==> config.mk <==
export PLATFORM = sky130hd
export DESIGN_NAME = calc_keypad_encoder
export DESIGN_NICKNAME = d
export VERILOG_FILES = /design/src/rtl/calc_keypad_encoder_pkg.sv /design/src/rtl/calc_keypad_encoder_sync2.sv /design/src/rtl/calc_keypad_encoder.sv
export SDC_FILE = /design/constraint.sdc
export NUM_CORES = 1
export LEC_CHECK = 0
export ABC_CLOCK_PERIOD_IN_PS = 3300
export CORE_MARGIN = 2
export CORE_UTILIZATION = 50
export CTS_CLUSTER_SIZE = 10
export DETAILED_ROUTE_END_ITERATION = 8
export HOLD_SLACK_MARGIN = 0.02
export PLACE_DENSITY = 0.73
export RECOVER_POWER = 100
export SETUP_SLACK_MARGIN = 0.2
export SLEW_MARGIN = 20
export SYNTH_ARGS = -nofsm -noshare
export SYNTH_HDL_FRONTEND = slang
export SYNTH_HIERARCHICAL = 1
export SYNTH_SLANG_ARGS = --single-unit
==> constraint.sdc <==
create_clock -name clk_i -period 3.3 [get_ports clk_i]
set_input_delay 0.33 -clock clk_i [delete_from_list [all_inputs] [get_ports clk_i]]
set_output_delay 0.33 -clock clk_i [all_outputs]
set_load 0.02 [all_outputs]
==> src/rtl/calc_keypad_encoder_pkg.sv <==
// Shared keypad types and the helpers that move between the raw key vector and key codes.
package calc_pkg;

  localparam int unsigned NumKeys = 23;

  // Bit i of buttons_t is the key whose active_button_t code is i+1.
  typedef logic [NumKeys-1:0] buttons_t;

  typedef enum logic [4:0] {
    B_NONE = 5'd0,
    B_ON,
    B_NUM_0, B_NUM_1, B_NUM_2, B_NUM_3, B_NUM_4,
    B_NUM_5, B_NUM_6, B_NUM_7, B_NUM_8, B_NUM_9,
    B_DOT,
    B_OP_ADD, B_OP_SUB, B_OP_MUL, B_OP_DIV, B_OP_EQ,
    B_CLEAR, B_CLEAR_ENTRY, B_SIGN, B_PERCENT, B_SQRT, B_BKSP
  } active_button_t;

  // Lowest set bit wins, so B_ON has top priority.
  function automatic active_button_t buttons2active(input buttons_t b);
    active_button_t r;
    logic           found;
    r     = B_NONE;
    found = 1'b0;
    for (int unsigned i = 0; i < NumKeys; i++) begin
      if (b[i] && !found) begin
        r     = active_button_t'(5'(i + 1));
        found = 1'b1;
      end
    end
    return r;
  endfunction

  function automatic logic buttons_onehot(input buttons_t b);
    return (b != '0) && ((b & (b - buttons_t'(1))) == '0);
  endfunction

endpackage

==> src/rtl/calc_keypad_encoder_sync2.sv <==
// Parameterized-width two-flop synchronizer, synchronously cleared to zero.
module calc_sync2 #(
  parameter int unsigned Width = 1
) (
  input  logic             clk_i,
  input  logic             rst_ni,
  input  logic [Width-1:0] d_i,
  output logic [Width-1:0] q_o
);

  logic [Width-1:0] meta_q;
  logic [Width-1:0] sync_q;

  always_ff @(posedge clk_i) begin
    if (!rst_ni) begin
      meta_q <= '0;
      sync_q <= '0;
    end else begin
      meta_q <= d_i;
      sync_q <= meta_q;
    end
  end

  assign q_o = sync_q;

endmodule

==> src/rtl/calc_keypad_encoder.sv <==
// Debounces the raw keypad vector and emits one key event per physical press.
module calc_keypad_encoder import calc_pkg::*; #(
  parameter int unsigned DebounceCycles = 16
) (
  input  logic           clk_i,
  input  logic           rst_ni,
  input  buttons_t       buttons_i,
  output logic           button_valid_o,
  output active_button_t button_o,
  input  logic           button_ready_i,
  output logic           busy_o
);

  localparam int unsigned     CntW   = $clog2(DebounceCycles + 1);
  localparam logic [CntW-1:0] CntMax = CntW'(DebounceCycles);

  typedef enum logic [1:0] {IDLE, DEBOUNCE, PRESSED, RELEASE} enc_state_e;

  enc_state_e     state_q, state_d;
  logic [CntW-1:0] cnt_q, cnt_d, cnt_inc;
  buttons_t       sample_q, sample_d;
  logic           valid_q, valid_d;
  active_button_t button_q, button_d;
  logic [1:0]     prime_q, prime_d;
  logic           armed_q, armed_d;
  buttons_t       s;

  calc_sync2 #(.Width(NumKeys)) u_sync (
    .clk_i  (clk_i),
    .rst_ni (rst_ni),
    .d_i    (buttons_i),
    .q_o    (s)
  );

  assign cnt_inc = (cnt_q == CntMax) ? CntMax : cnt_q + CntW'(1);

  always_comb begin
    state_d  = state_q;
    cnt_d    = cnt_q;
    sample_d = sample_q;
    valid_d  = valid_q;
    button_d = button_q;
    armed_d  = armed_q;
    prime_d  = {prime_q[0], 1'b1};
    unique case (state_q)
      IDLE: begin
        // After reset, a key already held is ignored until a genuine all-released
        // sample arrives through the refilled synchronizer.
        if (!armed_q) begin
          if (prime_q[1] && s == '0) armed_d = 1'b1;
        end else if (s != '0) begin
          sample_d = s;
          cnt_d    = CntW'(1);
          state_d  = DEBOUNCE;
        end
      end
      DEBOUNCE: begin
        if (s != sample_q) begin
          if (s == '0) begin
            state_d = IDLE;
          end else begin
            sample_d = s;
            cnt_d    = CntW'(1);
          end
        end else begin
          cnt_d = cnt_inc;
          if (cnt_inc == CntMax) begin
            if (sample_q[0]) begin
              button_d = B_ON;
              valid_d  = 1'b1;
              state_d  = PRESSED;
            end else if (buttons_onehot(sample_q)) begin
              button_d = buttons2active(sample_q);
              valid_d  = 1'b1;
              state_d  = PRESSED;
            end else begin
              cnt_d   = '0;
              state_d = RELEASE;
            end
          end
        end
      end
      PRESSED: begin
        if (button_ready_i) begin
          valid_d = 1'b0;
          cnt_d   = '0;
          state_d = RELEASE;
        end
      end
      RELEASE: begin
        if (s == '0) begin
          cnt_d = cnt_inc;
          if (cnt_inc == CntMax) state_d = IDLE;
        end else begin
          cnt_d = '0;
        end
      end
      default: state_d = IDLE;
    endcase
  end

  always_ff @(posedge clk_i) begin
    if (!rst_ni) begin
      state_q  <= IDLE;
      cnt_q    <= '0;
      sample_q <= '0;
      valid_q  <= 1'b0;
      button_q <= B_NONE;
      prime_q  <= '0;
      armed_q  <= 1'b0;
    end else begin
      state_q  <= state_d;
      cnt_q    <= cnt_d;
      sample_q <= sample_d;
      valid_q  <= valid_d;
      button_q <= button_d;
      prime_q  <= prime_d;
      armed_q  <= armed_d;
    end
  end

  assign button_valid_o = valid_q;
  assign button_o       = button_q;
  assign busy_o         = (state_q != IDLE);

endmodule

==> results.ini, run 1 <==
[status]
status = finished with violations
violations = max-capacitance violations, max-slew violations

[finish]
nets = 478
final_util = 0.591
drive_gt1_frac = 0.196
antennaDiodeCount = 0
syn_to_final_growth_pct = 15.7
final_area_sq_um = 4520
final_cells = 556

[timing]
worstMarginPinSlew_ns = 1.51
fin_tns_setup_ns = 0
slew_viol_final = 54
period_minus_slack_ns = 3.10
fmax_mhz = 323
relSlewSlack = -0.00708
rsz0062_at_grt = yes
hold_viol = 0
whs_ns = 0.438
finalSetupViolCount = 0
period_share = 0.938
fin_ws_ns = 0.204
fin_skew_ns = 0.00881

[logic_synthesis]
synthTopCellsByArea = dfxtp_1 44%, and2_2 8.8%, mux2i_1 5.9%, nor2b_1 4.2%, xnor2_1 3.8%
synth_edf_count = 0
synth-async-reset-ratio = 0
synth_seq_cells = 85
syn_inst = 419
ys.flop_type = dfxtp_1
synth_most_common_cell = dfxtp_1
synth_common_cells = 85 x dfxtp_1, 46 x and2_2, 26 x nor2b_1, 23 x mux2i_1, 20 x nor2_1
syn_nets = 447
syn_area_sq_um = 3910
synth_top_cell_by_area = dfxtp_1
ys_seq_area_frac = 0.435
netlist.area_leader.share = 0.435
ys_warn_count = 6
synth_cell_types = 63
synth.avg_cell_area_sq_um = 9.33

[die]
die_h_microns = 92.4
io_pins = 33
rows = 32
die-area_sq_um = 8540
start_util = 0.511
dieWidth_microns = 92.4
core_sq_um = 7650

[setup_path]
arrival_ns = 3.38
crit_fanout = 6
end_kind = flop
slowest_stage = or4_4
crit_path_start_kind = flop
crit_required_ns = 3.58
cp_slowest_stage_delay_ns = 0.53
cp_top_family = simple AND/OR/NAND/NOR gates
worstPathCellList = or4_4 -> or3_1 -> or4b_4 -> a211oi_1 -> a31oi_1 -> or4_4 -> or3_1 -> a21boi_0
crit_type = reg -> reg
worst-path-buf-inv = 0

[clocking]
cts_tree = done
root_buffer = clkbuf_8
clock-sinks = 85
cts_made_buffers = 9
cts_max_level = 3
clk_path_buf_depth = 2
clk_latency_ns = 0.36
hold_buffers = 0
clk_pin_slew_ns = 0.08

[placed_design]
dp_slack_ns = 0.0922
gp_congestion = 0.854
io_buffers = 32
post-place-cells = 537
dpl-instance-area_sq_um = 4320
place_hpwl_microns = 5420

[grt]
grt_use_met2 = 0.304
grt-ovfl-total = 0
grt_pass1_wl_microns = 12900
grt_usage = 0.191
antenna_found_initial = 0
grt_pass1_vias = 2764
grt_busiest_layer = met2
groute.layer.met3.usage = 0.0480
grt_use_met1 = 0.247
grt_max_degree = 54

[detailed_routing]
drt-total-wl_microns = 7790
firstDrtPassIters = 4
drc = 0
dr_total_vias = 2975
ant_nets = 0
viasPerCell = 5.35
wire_per_inst_microns = 14.0
drt-initial-drc-count = 127

[power_and_ir_drop]
power_mw = 1.94
power_leakage_nw = 1.69
powerDensity_nw_per_um2 = 430
vdd_ir_drop_max_uv = 271

[worst_hold_path]
hp-class = reg -> reg

[run]
maxCapViolCount = 1

[per-layer routing]
layer	vias to the layer above	wire, microns
met5	-	0
met4	0	149
met3	13	366
met2	69	3650
met1	1392	3630
li1	1501	-
[final timing paths]
check	from	to	slack (ns)	cells after the start
setup reg to reg	sample_q[12]$_SDFFE_PN0P_	button_o[2]$_SDFFE_PN0P_	0.20	8
hold reg to reg	prime_q[0]$_DFF_P_	prime_q[1]$_SDFF_PN0_	0.44	1
setup / recovery	sample_q[12]$_SDFFE_PN0P_	button_o[2]$_SDFFE_PN0P_	0.20	8
hold / removal	prime_q[0]$_DFF_P_	prime_q[1]$_SDFF_PN0_	0.44	1
[final cells by class]
type,instances,area [sq um]
inverters,18,67.6
flip-flops and latches,85,1700
repair buffers,50,439
clock inverters,6,71.3
fillers,670,3130
clock buffers,9,124
well taps,102,128
multi-input cells,286,1990
[flip-flops by register name (all words and copies together) (netlist names), named ones only]
name / flops
sample_q: 23
u_sync/meta_q: 23
u_sync/q_o: 23
button_o: 5
cnt_q: 5
prime_q: 2
armed_q: 1
button_valid_o: 1
state_q: 1
[worst reg2reg max path, stage by stage, from the launching register on]
cell	delay, ns
dfxtp_1	0.32
or4_4	0.53
or3_1	0.35
or4b_4	0.48
a211oi_1	0.24
a31oi_1	0.14
or4_4	0.47
or3_1	0.35
a21boi_0	0.15
[where the power goes]
| group | switching [mW] | total, mW | internal, mW |
|---|---|---|---|
| Sequential | 0.0181 | 1.07 | 1.05 |
| Combinational | 0.0584 | 0.143 | 0.0848 |
| Clock | 0.377 | 0.728 | 0.352 |
[cell families after synthesis]
family / synth area share
simple gates: 0.261
flops: 0.435
compound gates: 0.124
buf+inv: 0.0538
xor+xnor: 0.0560
mux: 0.0589
fa+ha+maj: 0.0115
[timing repair]
action	4_1_cts	5_1_grt
pin swaps	6	1
setup endpoints to repair	4	6
resized for setup	1	1
setup buffers	4	0
[cell usage in the layout (no fill, tap or decap), drive strengths merged, types with 3 or more instances in the layout]
cell type and count:
o31ai 3, nor3 8, nand3 5, nand2 16, o21ai 15, nor4 15, or3 7, nor2b 26
inv 19, dlygate4sd3 7, clkbuf 13, a31oi 5, mux2i 23, nand4 4, a211oi 4, a21boi 7
dfxtp 85, xor2 8, clkdlybuf4s50 24, or4 4, a21oi 11, nor2 20, xnor2 17, and2 48
buf 15
No activity file was read; power rests on OpenSTA's default activity.
==> run 2, diff against run 1 <==
--- a/config.mk
+++ b/config.mk
@@ -14,6 +14,7 @@
 export PLACE_DENSITY = 0.73
 export RECOVER_POWER = 100
 export SETUP_SLACK_MARGIN = 0.2
+export SKIP_CTS_REPAIR_TIMING = 1
 export SLEW_MARGIN = 20
 export SYNTH_ARGS = -nofsm -noshare
 export SYNTH_HDL_FRONTEND = slang
==> constraint.sdc (replaced) <==
create_clock -name clk_i -period 3.3 [get_ports clk_i]
set_input_delay 0.495 -clock clk_i [delete_from_list [all_inputs] [get_ports clk_i]]
set_output_delay 0.495 -clock clk_i [all_outputs]
set_load 0.02 [all_outputs]
==> results.ini, run 2 (same netlist as run 1, synthesis figures left out) <==
[setup_path]
crit_path_start_kind = flop
crit_required_ns = 3.59  ; about the same
crit_type = reg -> reg
arrival_ns = 3.44  ; +0.06 ns
crit_start = sample_q[13]$_SDFFE_PN0P_
end_kind = flop
crit_fanout = 7  ; +1
r2r_start = sample_q[13]$_SDFFE_PN0P_

[finish]
final_cells = 557  ; +0.18%
drive_gt1_frac = 0.198  ; +0.00177
multi_input_area_sq_um = 1990  ; +0.19%
antennaDiodeCount = 0  ; unchanged
layout_common_cells = 84 x dfxtp_1, 46 x and2_2, 26 x nor2b_1
nets = 478  ; unchanged
fillCellCount = 666  ; -0.60%
final_util = 0.594  ; +0.00327
syn_to_final_growth_pct = 16.3
final_area_sq_um = 4550  ; +0.55%
layout_commonest_cell = dfxtp_1
seqCellArea_sq_um = 1700  ; unchanged

[timing]
period_minus_slack_ns = 3.15  ; +0.0560 ns
whs_ns = 0.446  ; +0.00818 ns
finalSetupViolCount = 0  ; unchanged
slew_viol_final = 53  ; -1.9%
period_share = 0.955  ; +0.0170
rsz0062_at_grt = yes
fmax_mhz = 317  ; -1.8%
fin_ws_ns = 0.148  ; -0.0560 ns
hold_viol = 0  ; unchanged
relSlewSlack = -0.139  ; -0.132
fin_skew_ns = 0.0118  ; +0.00302 ns
worstMarginPinSlew_ns = 1.71  ; +0.198 ns
fin_tns_setup_ns = 0  ; unchanged

[worst_hold_path]
hold_path.startpoint = button_valid_o$_SDFFE_PN0P_
hp-class = reg -> reg

[die]
die_h_microns = 92.4  ; unchanged
die-area_sq_um = 8540  ; unchanged
rows = 32  ; unchanged
dieWidth_microns = 92.4  ; unchanged
start_util = 0.511  ; unchanged
io_pins = 33  ; unchanged
core_sq_um = 7650  ; unchanged

[clocking]
cts_made_buffers = 9  ; unchanged
root_buffer = clkbuf_8
clk_path_buf_depth = 2  ; unchanged
clk_pin_slew_ns = 0.09  ; about the same
clk_latency_ns = 0.36  ; about the same
cts_max_level = 3  ; unchanged
cts_tree = done
clock-sinks = 85  ; unchanged

[status]
status = finished with violations
violations = max-capacitance violations, max-slew violations

[detailed_routing]
viasPerCell = 5.35  ; about the same
ant_nets = 0  ; unchanged
drc = 0  ; unchanged
drt-initial-drc-count = 96  ; -24%
drt-total-wl_microns = 7910  ; +1.5%
wire_per_inst_microns = 14.2  ; +1.3%
dr_total_vias = 2978  ; +0.10%
firstDrtPassIters = 4  ; unchanged

[power_and_ir_drop]
powerDensity_nw_per_um2 = 440  ; +2.3%
switchingPower_mw = 0.472  ; +4.1%
sw_frac_of_total = 0.236  ; +0.00297
p_int_mw = 1.53  ; +2.4%
power_leakage_nw = 1.71  ; +1.0%
power_mw = 2.00  ; +2.8%
vdd_ir_drop_max_uv = 270  ; -0.35%
p_seq_frac = 0.537  ; -0.015
p_clk_frac = 0.390  ; +0.015
p_comb_frac = 0.073  ; about the same

[grt]
grt_usage = 0.195  ; +0.00446
antenna_found_initial = 0  ; unchanged
grt_pass1_vias = 2759  ; -0.18%
grt_pass1_wl_microns = 13200  ; +2.1%
grt_max_degree = 53  ; -1.9%
grt-ovfl-total = 0  ; unchanged

[placed_design]
post-place-cells = 537  ; unchanged
dpl-instance-area_sq_um = 4320  ; unchanged
place_hpwl_microns = 5470  ; +0.76%
dp_slack_ns = 0.0817  ; -0.0105 ns
io_buffers = 32  ; unchanged
gp_congestion = 0.869  ; +1.7%

[run]
maxCapViolCount = 1  ; unchanged

[run 2: cell count changes in the layout (fill, tap and decap cells not counted), sizes merged]
cell and delta:
clkinvlp -2, clkinv +1, clkbuf +1, inv +1
[run 2: area by class of cell]
class | instances | area share
clock buffers | 10 | 0.0303
clock inverters | 6 | 0.0173
well taps | 102 | 0.0281
multi-input cells | 286 | 0.438
repair buffers | 50 | 0.0966
inverters | 18 | 0.0149
flip-flops and latches | 85 | 0.375
[run 2: path summary, 6_finish.rpt]
path                            slack [ns]                          end  depth (start not counted)
worst max-delay path                  0.15     button_o[3]$_SDFFE_PN0P_                          8
worst min-delay path                  0.45  button_valid_o$_SDFFE_PN0P_                          2
worst max register to register        0.15     button_o[3]$_SDFFE_PN0P_                          8
worst min register to register        0.45  button_valid_o$_SDFFE_PN0P_                          2
[run 2: metal layers]
layer / part of all wire / global-route usage
met1: 0.47 / 0.259
met2: 0.48 / 0.313
met5: 0 / 0
met4: 0.015 / 0.0746
met3: 0.035 / 0.0415
[run 2: power groups by stage]
stage                     Combinational (mW)  Clock, mW  Sequential [mW]
after floorplan                       0.0931          0             1.09
after global placement                 0.142          0             1.10
after detailed placement               0.144          0             1.10
after CTS                              0.144      0.798             1.07
after global routing                   0.161      0.850             1.08
final                                  0.146      0.780             1.07
[run 2: worst max-delay path: stages, from the launching register on]
cell,delay [ns]
dfxtp_1,0.32
or4_4,0.54
or3_4,0.37
or4b_4,0.50
a211oi_2,0.20
a31oi_1,0.14
or4_4,0.55
or3_1,0.33
a21boi_1,0.14
